[src/rtl/i2c_sensor_target_if.sv]
// Bus-side signal bundle for the I2C sensor target: raw pad levels, the
// open-drain SDA enable, the live sensor reading and the host-side results.
interface i2c_sensor_target_if;
  logic        scl_in;
  logic        sda_in;
  logic        sda_oe;
  logic [15:0] sensor_data;
  logic [7:0]  write_data;
  logic        write_valid;
  logic        read_done;
  logic        busy;

  // The target (DUT) side
  modport slave (
    input  scl_in, sda_in, sensor_data,
    output sda_oe, write_data, write_valid, read_done, busy
  );

  // The controller / environment side
  modport master (
    output scl_in, sda_in, sensor_data,
    input  sda_oe, write_data, write_valid, read_done, busy
  );
endinterface

[src/rtl/i2c_sensor_target.sv]
// I2C target modelling one temperature/light sensor. Answers 2-byte reads
// (MSB first, from a per-transfer snapshot of sensor_data) and 1-byte writes
// at address ADDR. SCL/SDA are oversampled on clk (SCL <= clk/8); SDA is
// driven open-drain through sda_oe, which only changes right after SCL falls.
// Optional: define I2C_TARGET_TIMEOUT_EN to release the bus after SCL has
// been held low for TIMEOUT_CYCLES clk cycles outside IDLE.
module i2c_sensor_target #(
  parameter logic [6:0]  ADDR           = 7'b1001000,
  parameter int unsigned TIMEOUT_CYCLES = 25000
) (
  input  logic                 clk,
  input  logic                 rst,
  i2c_sensor_target_if.slave   bus
);

  typedef enum logic [2:0] {
    ST_IDLE,
    ST_ADDR,
    ST_ADDR_ACK,
    ST_TX,
    ST_TX_ACK,
    ST_RX,
    ST_RX_ACK,
    ST_IGNORE
  } state_t;

  // Synchronizers plus one history flop per line
  logic [1:0] scl_sync, sda_sync;
  logic       scl_d, sda_d;
  logic       scl_s, sda_s;
  logic       scl_rise, scl_fall, start_det, stop_det;
  logic       timeout;

  // Registered state and its next-state values
  state_t      state_q, state_d;
  logic [2:0]  bit_cnt_q, bit_cnt_d;
  logic [7:0]  shift_q, shift_d;
  logic [7:0]  tx_q, tx_d;
  logic [15:0] hold_q, hold_d;
  logic        byte_sel_q, byte_sel_d;
  logic        rw_q, rw_d;
  logic        sda_oe_q, sda_oe_d;
  logic [7:0]  write_data_q, write_data_d;
  logic        write_valid_q, write_valid_d;
  logic        read_done_q, read_done_d;
  logic        busy_q, busy_d;

  logic [7:0]  shift_in;
  logic [7:0]  next_byte;

  // Bring the pad levels into the clk domain and keep one cycle of history
  always_ff @(posedge clk or negedge rst) begin
    // NOTE: an idle I2C bus is high, so the sync flops reset to 1; resetting
    // them to 0 would fake an SCL/SDA rise (and a STOP) right after reset.
    if (!rst) begin
      scl_sync <= 2'b11;
      sda_sync <= 2'b11;
      scl_d    <= 1'b1;
      sda_d    <= 1'b1;
    end else begin
      scl_sync <= {scl_sync[0], bus.scl_in};
      sda_sync <= {sda_sync[0], bus.sda_in};
      scl_d    <= scl_sync[1];
      sda_d    <= sda_sync[1];
    end
  end

  assign scl_s     = scl_sync[1];
  assign sda_s     = sda_sync[1];
  assign scl_rise  =  scl_s & ~scl_d;
  assign scl_fall  = ~scl_s &  scl_d;
  assign start_det =  scl_s &  sda_d & ~sda_s;
  assign stop_det  =  scl_s & ~sda_d &  sda_s;

  assign shift_in  = {shift_q[6:0], sda_s};
  assign next_byte = byte_sel_q ? hold_q[7:0] : hold_q[15:8];

`ifdef I2C_TARGET_TIMEOUT_EN
  logic [14:0] to_cnt;

  // Count clk cycles of SCL low while a transfer is in progress
  always_ff @(posedge clk or negedge rst) begin
    if (!rst) begin
      to_cnt <= '0;
    end else if (scl_s || state_q == ST_IDLE || timeout) begin
      to_cnt <= '0;
    end else begin
      to_cnt <= to_cnt + 15'd1;
    end
  end

  // Fires on the cycle the count would reach TIMEOUT_CYCLES
  assign timeout = !scl_s && (state_q != ST_IDLE) &&
                   (to_cnt >= 15'(TIMEOUT_CYCLES - 1));
`else
  // With the timeout compiled out the target waits on SCL indefinitely;
  // the parameter is still folded into a dummy so it stays referenced.
  logic unused_timeout_cfg;
  assign unused_timeout_cfg = |TIMEOUT_CYCLES;
  assign timeout            = 1'b0;
`endif

  // Protocol FSM: next state, shift/counter updates and output values
  always_comb begin
    // NOTE: every variable gets its hold value first so no path can infer a latch.
    state_d       = state_q;
    bit_cnt_d     = bit_cnt_q;
    shift_d       = shift_q;
    tx_d          = tx_q;
    hold_d        = hold_q;
    byte_sel_d    = byte_sel_q;
    rw_d          = rw_q;
    sda_oe_d      = sda_oe_q;
    write_data_d  = write_data_q;
    write_valid_d = 1'b0;
    read_done_d   = 1'b0;
    busy_d        = busy_q;

    if (stop_det) begin
      state_d  = ST_IDLE;
      sda_oe_d = 1'b0;
      busy_d   = 1'b0;
    end else if (start_det) begin
      // START wins over any data sample landing in the same cycle
      state_d   = ST_ADDR;
      bit_cnt_d = '0;
      sda_oe_d  = 1'b0;
      busy_d    = 1'b0;
    end else if (timeout) begin
      state_d  = ST_IDLE;
      sda_oe_d = 1'b0;
      busy_d   = 1'b0;
    end else begin
      unique case (state_q)
        ST_IDLE: ;

        ST_ADDR: if (scl_rise) begin
          shift_d   = shift_in;
          bit_cnt_d = bit_cnt_q + 3'd1;
          if (bit_cnt_q == 3'd7) begin
            if (shift_in[7:1] == ADDR) begin
              state_d    = ST_ADDR_ACK;
              rw_d       = shift_in[0];
              hold_d     = bus.sensor_data;
              byte_sel_d = 1'b0;
              busy_d     = 1'b1;
            end else begin
              state_d = ST_IGNORE;
            end
          end
        end

        // First fall starts the ACK, second fall ends it
        ST_ADDR_ACK: if (scl_fall) begin
          bit_cnt_d = '0;
          if (!sda_oe_q) begin
            sda_oe_d = 1'b1;
          end else if (rw_q) begin
            state_d  = ST_TX;
            tx_d     = next_byte;
            sda_oe_d = ~next_byte[7];
          end else begin
            state_d  = ST_RX;
            sda_oe_d = 1'b0;
          end
        end

        // Bit 7 went out on entry; each fall presents the next bit
        ST_TX: if (scl_fall) begin
          if (bit_cnt_q == 3'd7) begin
            state_d  = ST_TX_ACK;
            sda_oe_d = 1'b0;
          end else begin
            bit_cnt_d = bit_cnt_q + 3'd1;
            tx_d      = {tx_q[6:0], 1'b0};
            sda_oe_d  = ~tx_q[6];
          end
        end

        ST_TX_ACK: begin
          if (scl_rise) begin
            if (sda_s) begin
              read_done_d = 1'b1;
              state_d     = ST_IGNORE;
            end else begin
              byte_sel_d = ~byte_sel_q;
            end
          end else if (scl_fall) begin
            state_d   = ST_TX;
            bit_cnt_d = '0;
            tx_d      = next_byte;
            sda_oe_d  = ~next_byte[7];
          end
        end

        ST_RX: if (scl_rise) begin
          shift_d   = shift_in;
          bit_cnt_d = bit_cnt_q + 3'd1;
          if (bit_cnt_q == 3'd7) state_d = ST_RX_ACK;
        end

        ST_RX_ACK: if (scl_fall) begin
          if (!sda_oe_q) begin
            sda_oe_d      = 1'b1;
            write_data_d  = shift_q;
            write_valid_d = 1'b1;
          end else begin
            state_d   = ST_RX;
            bit_cnt_d = '0;
            sda_oe_d  = 1'b0;
          end
        end

        ST_IGNORE: sda_oe_d = 1'b0;

        default: state_d = ST_IDLE;
      endcase
    end
  end

  // State register for the FSM and its datapath
  always_ff @(posedge clk or negedge rst) begin
    // NOTE: clocked state uses non-blocking assignments so every flop sees
    // pre-edge values regardless of statement order.
    if (!rst) begin
      state_q       <= ST_IDLE;
      bit_cnt_q     <= '0;
      shift_q       <= '0;
      tx_q          <= '0;
      hold_q        <= '0;
      byte_sel_q    <= 1'b0;
      rw_q          <= 1'b0;
      sda_oe_q      <= 1'b0;
      write_data_q  <= '0;
      write_valid_q <= 1'b0;
      read_done_q   <= 1'b0;
      busy_q        <= 1'b0;
    end else begin
      state_q       <= state_d;
      bit_cnt_q     <= bit_cnt_d;
      shift_q       <= shift_d;
      tx_q          <= tx_d;
      hold_q        <= hold_d;
      byte_sel_q    <= byte_sel_d;
      rw_q          <= rw_d;
      sda_oe_q      <= sda_oe_d;
      write_data_q  <= write_data_d;
      write_valid_q <= write_valid_d;
      read_done_q   <= read_done_d;
      busy_q        <= busy_d;
    end
  end

  assign bus.sda_oe      = sda_oe_q;
  assign bus.write_data  = write_data_q;
  assign bus.write_valid = write_valid_q;
  assign bus.read_done   = read_done_q;
  assign bus.busy        = busy_q;

endmodule

[src/flat_wrapper.sv]
// flat-port wrapper written by rule: the top's interface ports become plain ports
module i2c_sensor_target_flat 
#(
  parameter logic [6:0]  ADDR           = 7'b1001000,
  parameter int unsigned TIMEOUT_CYCLES = 25000
)
  (clk, rst, bus_scl_in, bus_sda_in, bus_sensor_data, bus_sda_oe, bus_write_data, bus_write_valid, bus_read_done, bus_busy);
  i2c_sensor_target_if bus_i ();
  input  logic clk;
  input  logic rst;
  input wire logic [$bits(bus_i.scl_in)-1:0] bus_scl_in;
  input wire logic [$bits(bus_i.sda_in)-1:0] bus_sda_in;
  input wire logic [$bits(bus_i.sensor_data)-1:0] bus_sensor_data;
  output wire logic [$bits(bus_i.sda_oe)-1:0] bus_sda_oe;
  output wire logic [$bits(bus_i.write_data)-1:0] bus_write_data;
  output wire logic [$bits(bus_i.write_valid)-1:0] bus_write_valid;
  output wire logic [$bits(bus_i.read_done)-1:0] bus_read_done;
  output wire logic [$bits(bus_i.busy)-1:0] bus_busy;
  assign bus_i.scl_in = bus_scl_in;
  assign bus_i.sda_in = bus_sda_in;
  assign bus_i.sensor_data = bus_sensor_data;
  assign bus_sda_oe = bus_i.sda_oe;
  assign bus_write_data = bus_i.write_data;
  assign bus_write_valid = bus_i.write_valid;
  assign bus_read_done = bus_i.read_done;
  assign bus_busy = bus_i.busy;
  i2c_sensor_target #(.ADDR(ADDR), .TIMEOUT_CYCLES(TIMEOUT_CYCLES)) u_core (.clk(clk), .rst(rst), .bus(bus_i));
endmodule
[config.mk]
export PLATFORM = sky130hd
export DESIGN_NAME = i2c_sensor_target_flat
export DESIGN_NICKNAME = d
export VERILOG_FILES = /design/src/rtl/i2c_sensor_target_if.sv /design/src/rtl/i2c_sensor_target.sv /design/src/flat_wrapper.sv
export SDC_FILE = /design/constraint.sdc
export NUM_CORES = 1
export LEC_CHECK = 0
export BUFFER_PORTS_ARGS = -buffer_cell sky130_fd_sc_hd__buf_2
export CELL_PAD_IN_SITES_DETAIL_PLACEMENT = 1
export CELL_PAD_IN_SITES_GLOBAL_PLACEMENT = 2
export CORE_MARGIN = 4
export CORE_UTILIZATION = 25
export DETAILED_ROUTE_END_ITERATION = 12
export HOLD_SLACK_MARGIN = 0.12
export PLACE_DENSITY_LB_ADDON = 0.1
export SKIP_CTS_REPAIR_TIMING = 1
export SYNTH_ARGS = -nofsm -noshare
export SYNTH_HDL_FRONTEND = slang
export SYNTH_SLANG_ARGS = --single-unit
[constraint.sdc]
create_clock -name clk -period 2.7 [get_ports clk]
set_input_delay 0 -clock clk [delete_from_list [all_inputs] [get_ports clk]]
set_output_delay 0 -clock clk [all_outputs]
set_load 0.03 [all_outputs]
[After elaboration in Yosys (flattened, before gate mapping)]
Index checks and enable logic that the tools add are counted.
Cells by class
  reduce and logical (&&, ||, !) cells: 19
  bitwise operators: 16
  add/subtract/negate cells: 1
  mux-type cells: 69
  eq/ne operators: 41
Operators by type and width (count)
  $mux W3: 25
  $mux W7: 7
  $ne A4 B1 Y1 const B: 11
  $mux W1: 31
  $pmux W7 S3: 1
  $ne A2 B1 Y1 const B: 9
  $pmux W3 S6: 1
  $reduce_and A8 Y1: 2
  $eq A3 B3 Y1 const B: 5
  $pmux W3 S5: 1
  $reduce_bool A3 Y1: 5
  $reduce_and A13 Y1: 1
  $ne A3 B1 Y1 const B: 4
  $reduce_and A6 Y1: 2
  $not A1 Y1: 10
  $reduce_and A10 Y1: 1
  $mux W8: 1
  $reduce_and A4 Y1: 2
  $reduce_bool A8 Y1: 1
  $eq A7 B7 Y1 const B: 1
  $reduce_bool A7 Y1: 1
  $and A1 B1 Y1: 6
  $eq A3 B2 Y1 const B: 2
  $ne A2 B2 Y1 const B: 3
  other kinds (13): 13
Word-level totals
  word-level logic and storage cells: 162
  register bits after elaboration: 57

[Longest topological paths before layout]
  depth in word-level cells: 8
  depth in mapped cells: 9

[Worst setup path before layout]
No wires, ideal clock.
  kind: flip-flop to flip-flop
  from: register u_core.sda_sync[1]
  to: register u_core.hold_q[11]
  stages on the path, launching flop included: 9
  arrival time: 2.071 ns
  library setup time: 0.127 ns
  path buffers: 4
  clock period less this slack: 2.199 ns
  slack: 0.501 ns
  path through: dfstp_2 > buf_6 > xor2_1 > or3_1 > buf_2 > and4bb_1 > buf_4 > buf_6 > mux2_1
Between the ends
  word-level cells in the longest chain between the ends: 4
  elaborated cells between the ends (all ways): 6
  classes of those cells: bitwise (5); reduce/logical (1)
RTL lines
  start, declared: RTL line i2c_sensor_target.sv:28  | logic [1:0] scl_sync, sda_sync;
  start signal, assigned: RTL line i2c_sensor_target.sv:62  | sda_sync <= {sda_sync[0], bus.sda_in};
  $not A1 Y1: RTL line i2c_sensor_target.sv:72  | assign start_det = scl_s & sda_d & ~sda_s;
  $and A1 B1 Y1: RTL line i2c_sensor_target.sv:72
  $not A1 Y1 (no source line)
  $reduce_and A6 Y1 (no source line) *
  end signal, assigned: RTL line i2c_sensor_target.sv:243  | hold_q <= hold_d;
  end, declared: RTL line i2c_sensor_target.sv:39  | logic [15:0] hold_q, hold_d;
Mark *: on every way between the ends. The rest lies on a longest branch, timed or not.
A chain may end at the register's enable or synchronous reset.

[Final worst setup path]
  from: register u_core.shift_q[5]
  to: register u_core.hold_q[3]
Between the ends
  word-level cells in the longest chain between the ends: 2
RTL lines
  start, declared: RTL line i2c_sensor_target.sv:37  | logic [7:0] shift_q, shift_d;
  start signal, assigned: RTL line i2c_sensor_target.sv:241  | shift_q <= shift_d;
  $eq A7 B7 Y1: RTL line i2c_sensor_target.sv:141  | if (shift_in[7:1] == ADDR) begin
  $reduce_and A6 Y1 (no source line)
Every way passes these cells.

==> impl_metrics.csv <==
group,metric,value,unit
sta,max_freq,0.428,GHz
synth,synth_most_common_cell,"dfrtp_1",
synth,ys_warn_count,0,
synth,ys_top_cells_by_area,"dfrtp_1, mux2_2, dfstp_2, mux2i_1, mux2_1",
pwr,power,2.85,mW
critical_path,arrival,2.56,ns
routing,num_vias,2068,
global_route,grt-ovfl-total,0,
place,port_buffers,31,
routing,routed_wl,7050,um
cells_and_area,drive_gt1_share,33.0,%
critical_path,critical_path_required,2.92,ns
cells_and_area,syn_to_final_growth,27.2,%
sta,rsz0062_at_grt,"no",
sta,fin_setup_tns,0,ns
synth,synth_nets,259,
global_route,grt_max_degree,38,
clocking,cts_root_buf,"clkbuf_8",
synth,synth-main-ff-cell,"dfrtp_1",
floorplanning,core,10800,um2
clocking,cts_tree,"done",
critical_path,critPathLaunchType,"flop",
cells_and_area,diodes,0,
sta,hold_viol,0,
routing,wl_met1,3390,um
min_path,hold_class,"in -> reg",
synth,syn_area,2750,um2
pwr,peakVddDrop,0.000255,V
routing,drt_iter0_drc,54,
cells_and_area,stdcell_area,3500,um2
clocking,htree_levels,3,
cells_and_area,stdcell_count,443,
routing,route.detailed.drc,0,
clocking,cts.sinks,57,
synth,yosys.area.top_type_share,46.4,%
floorplanning,die_w,113,um
place,globalplace.congestion,0.739,
sta,post-route-period-util,86.5,%
sta,holdWs,0.312,ns
place,dpl.hpwl,4960,um
synth,synthTopCellsByCount,"dfrtp_1, mux2_2, nand2_1",
cells_and_area,fin_util,32.4,%
global_route,grt_pass1_vias,2156,
floorplanning,die_area,12800,um2
global_route,grt_antenna_before_repair,0,
sta,maxSlewViolCount,0,
routing,wl_met2,3240,um
synth,synth-seq-cells,57,
run_status,status,"finished, final reports clean",
cells_and_area,nNetsFinal,320,
sta,finalSetupViolations,0,
routing,vias_per_cell,4.67,
synth,synth_top_area_cell,"dfrtp_1",
place,place_ws,0.336,ns
routing,wire_per_inst,15.9,um
clocking,clk_latency,0.34,ns
synth,synthCells,237,
sta,setup_ws,0.365,ns
synth,syn_avg_cell_area,11.6,um2
cells_and_area,fill_cells,1204,
routing,wl_met3,299,um
sta,worstMarginPinSlew,0.866,ns
routing,top_layer,"met4",
flow_run,drv_cap,0,
critical_path,critPathMaxFanout,17,
place,place_area,3110,um2
place,dpl.cell_count,408,
clocking,path_clk_slew,0.07,ns
floorplanning,num_rows,38,
floorplanning,ios,32,
sta,relSlewSlack,42.2,%
synth,synth-seq-area-share,52.1,%
routing,firstDrtPassIters,4,
floorplanning,start_util,25.5,%
synth,ys_types,45,
sta,clock_skew,0.0108,ns
global_route,grt_pass1_wl,11500,um
pwr,p_per_area,814,nW/um2
clocking,cts_inserted_buffers,9,
floorplanning,die_y,113,um
critical_path,crit_type,"reg -> reg",
routing,drtAntennaViolNets,0,
clocking,cts_buffer_depth,2,
synth,async_reset_ff_share,100,%
global_route,grt_use_total,11.8,%
synth,synth-edff-count,0,
pwr,power.leakage,1.68,nW
critical_path,end_kind,"flop",
sta,post-route-min-period,2.34,ns
==> cells in the final DEF, fill, tap and decap left out, types with 3 or more instances in the layout <==
master and count:
dfrtp_1 51, mux2_2 31, buf_2 31, dlygate4sd3_1 19
nand2_1 17, a21oi_1 14, buf_4 13, nor2_1 11
mux2i_1 11, clkbuf_8 11, o21ai_0 9, mux2_1 7
nand2b_1 6, nor2b_1 6, inv_1 6, dfstp_2 6
a22o_1 5, o211ai_1 4, nor3_1 3, a311oi_1 3
nand3_1 3
==> critical path, cell delays in order, from the launching register on <==
cell and delay [ns]:
dfrtp_1 0.40, or4bb_1 0.53, nor4_2 0.40, and4bb_1 0.26, buf_4 0.26, mux2_2 0.36
==> flip-flops by register name (all words and copies together) (netlist names) <==
signal,count
u_core.bit_cnt_q,3
u_core.bus.busy,1
u_core.bus.read_done,1
u_core.bus.sda_oe,1
u_core.bus.write_data,8
u_core.bus.write_valid,1
u_core.byte_sel_q,1
u_core.hold_q,16
u_core.rw_q,1
u_core.scl_d,1
u_core.scl_sync,2
u_core.sda_d,1
u_core.sda_sync,2
u_core.shift_q,8
u_core.state_q,3
u_core.tx_q,7
==> power by group <==
| group | internal (mW) | switching (mW) |
|---|---|---|
| combinational | 0.403 | 0.467 |
| clock | 0.474 | 0.340 |
| sequential | 0.994 | 0.169 |
| total | 1.87 | 0.976 |
==> final timing paths <==
check / cells after the start / endpoint / slack [ns] / startpoint
max reg2reg: 5 / u_core.hold_q[3] / 0.36 / u_core.shift_q[5]
min: 2 / u_core.sda_sync[0] / 0.31 / bus_sda_in
max in group asynchronous: 3 / u_core.bus.write_data[2] / 1.68 / rst
min in group asynchronous: 2 / u_core.state_q[2] / 0.32 / rst
max: 5 / u_core.hold_q[3] / 0.36 / u_core.shift_q[5]
min reg2reg: 0 / u_core.scl_sync[1] / 0.34 / u_core.scl_sync[0]
==> layout make-up <==
class                      instances  area (um2)  area share (%)
tap                              140         175            5.00
clock buffer                      13         159            4.54
sequential                        57        1430            41.0
inverter                           6        22.5           0.643
timing repair buffer              63         443            12.7
multi-input combinational        161        1230            35.1
clock inverter                     3        40.0            1.14
==> layer usage <==
metal / vias to the layer above / global-route usage, %
met3: 9 / 3.42
met4: 0 / 5.53
met1: 1037 / 15.7
met2: 45 / 17.6
li1: 977 / -
met5: - / 0
==> cells by family (layout without fill, tap and decap cells) <==
group	Yosys count	count (layout)	share of synthesized area, %
buf+inv	19	85	3.32
xor+xnor	1	1	0.318
mux	49	49	19.5
fa+ha+maj	2	2	0.909
simple gates	61	61	12.1
compound gates	48	48	11.7
flops	57	57	52.1
No activity file was read; power rests on OpenSTA's default activity.
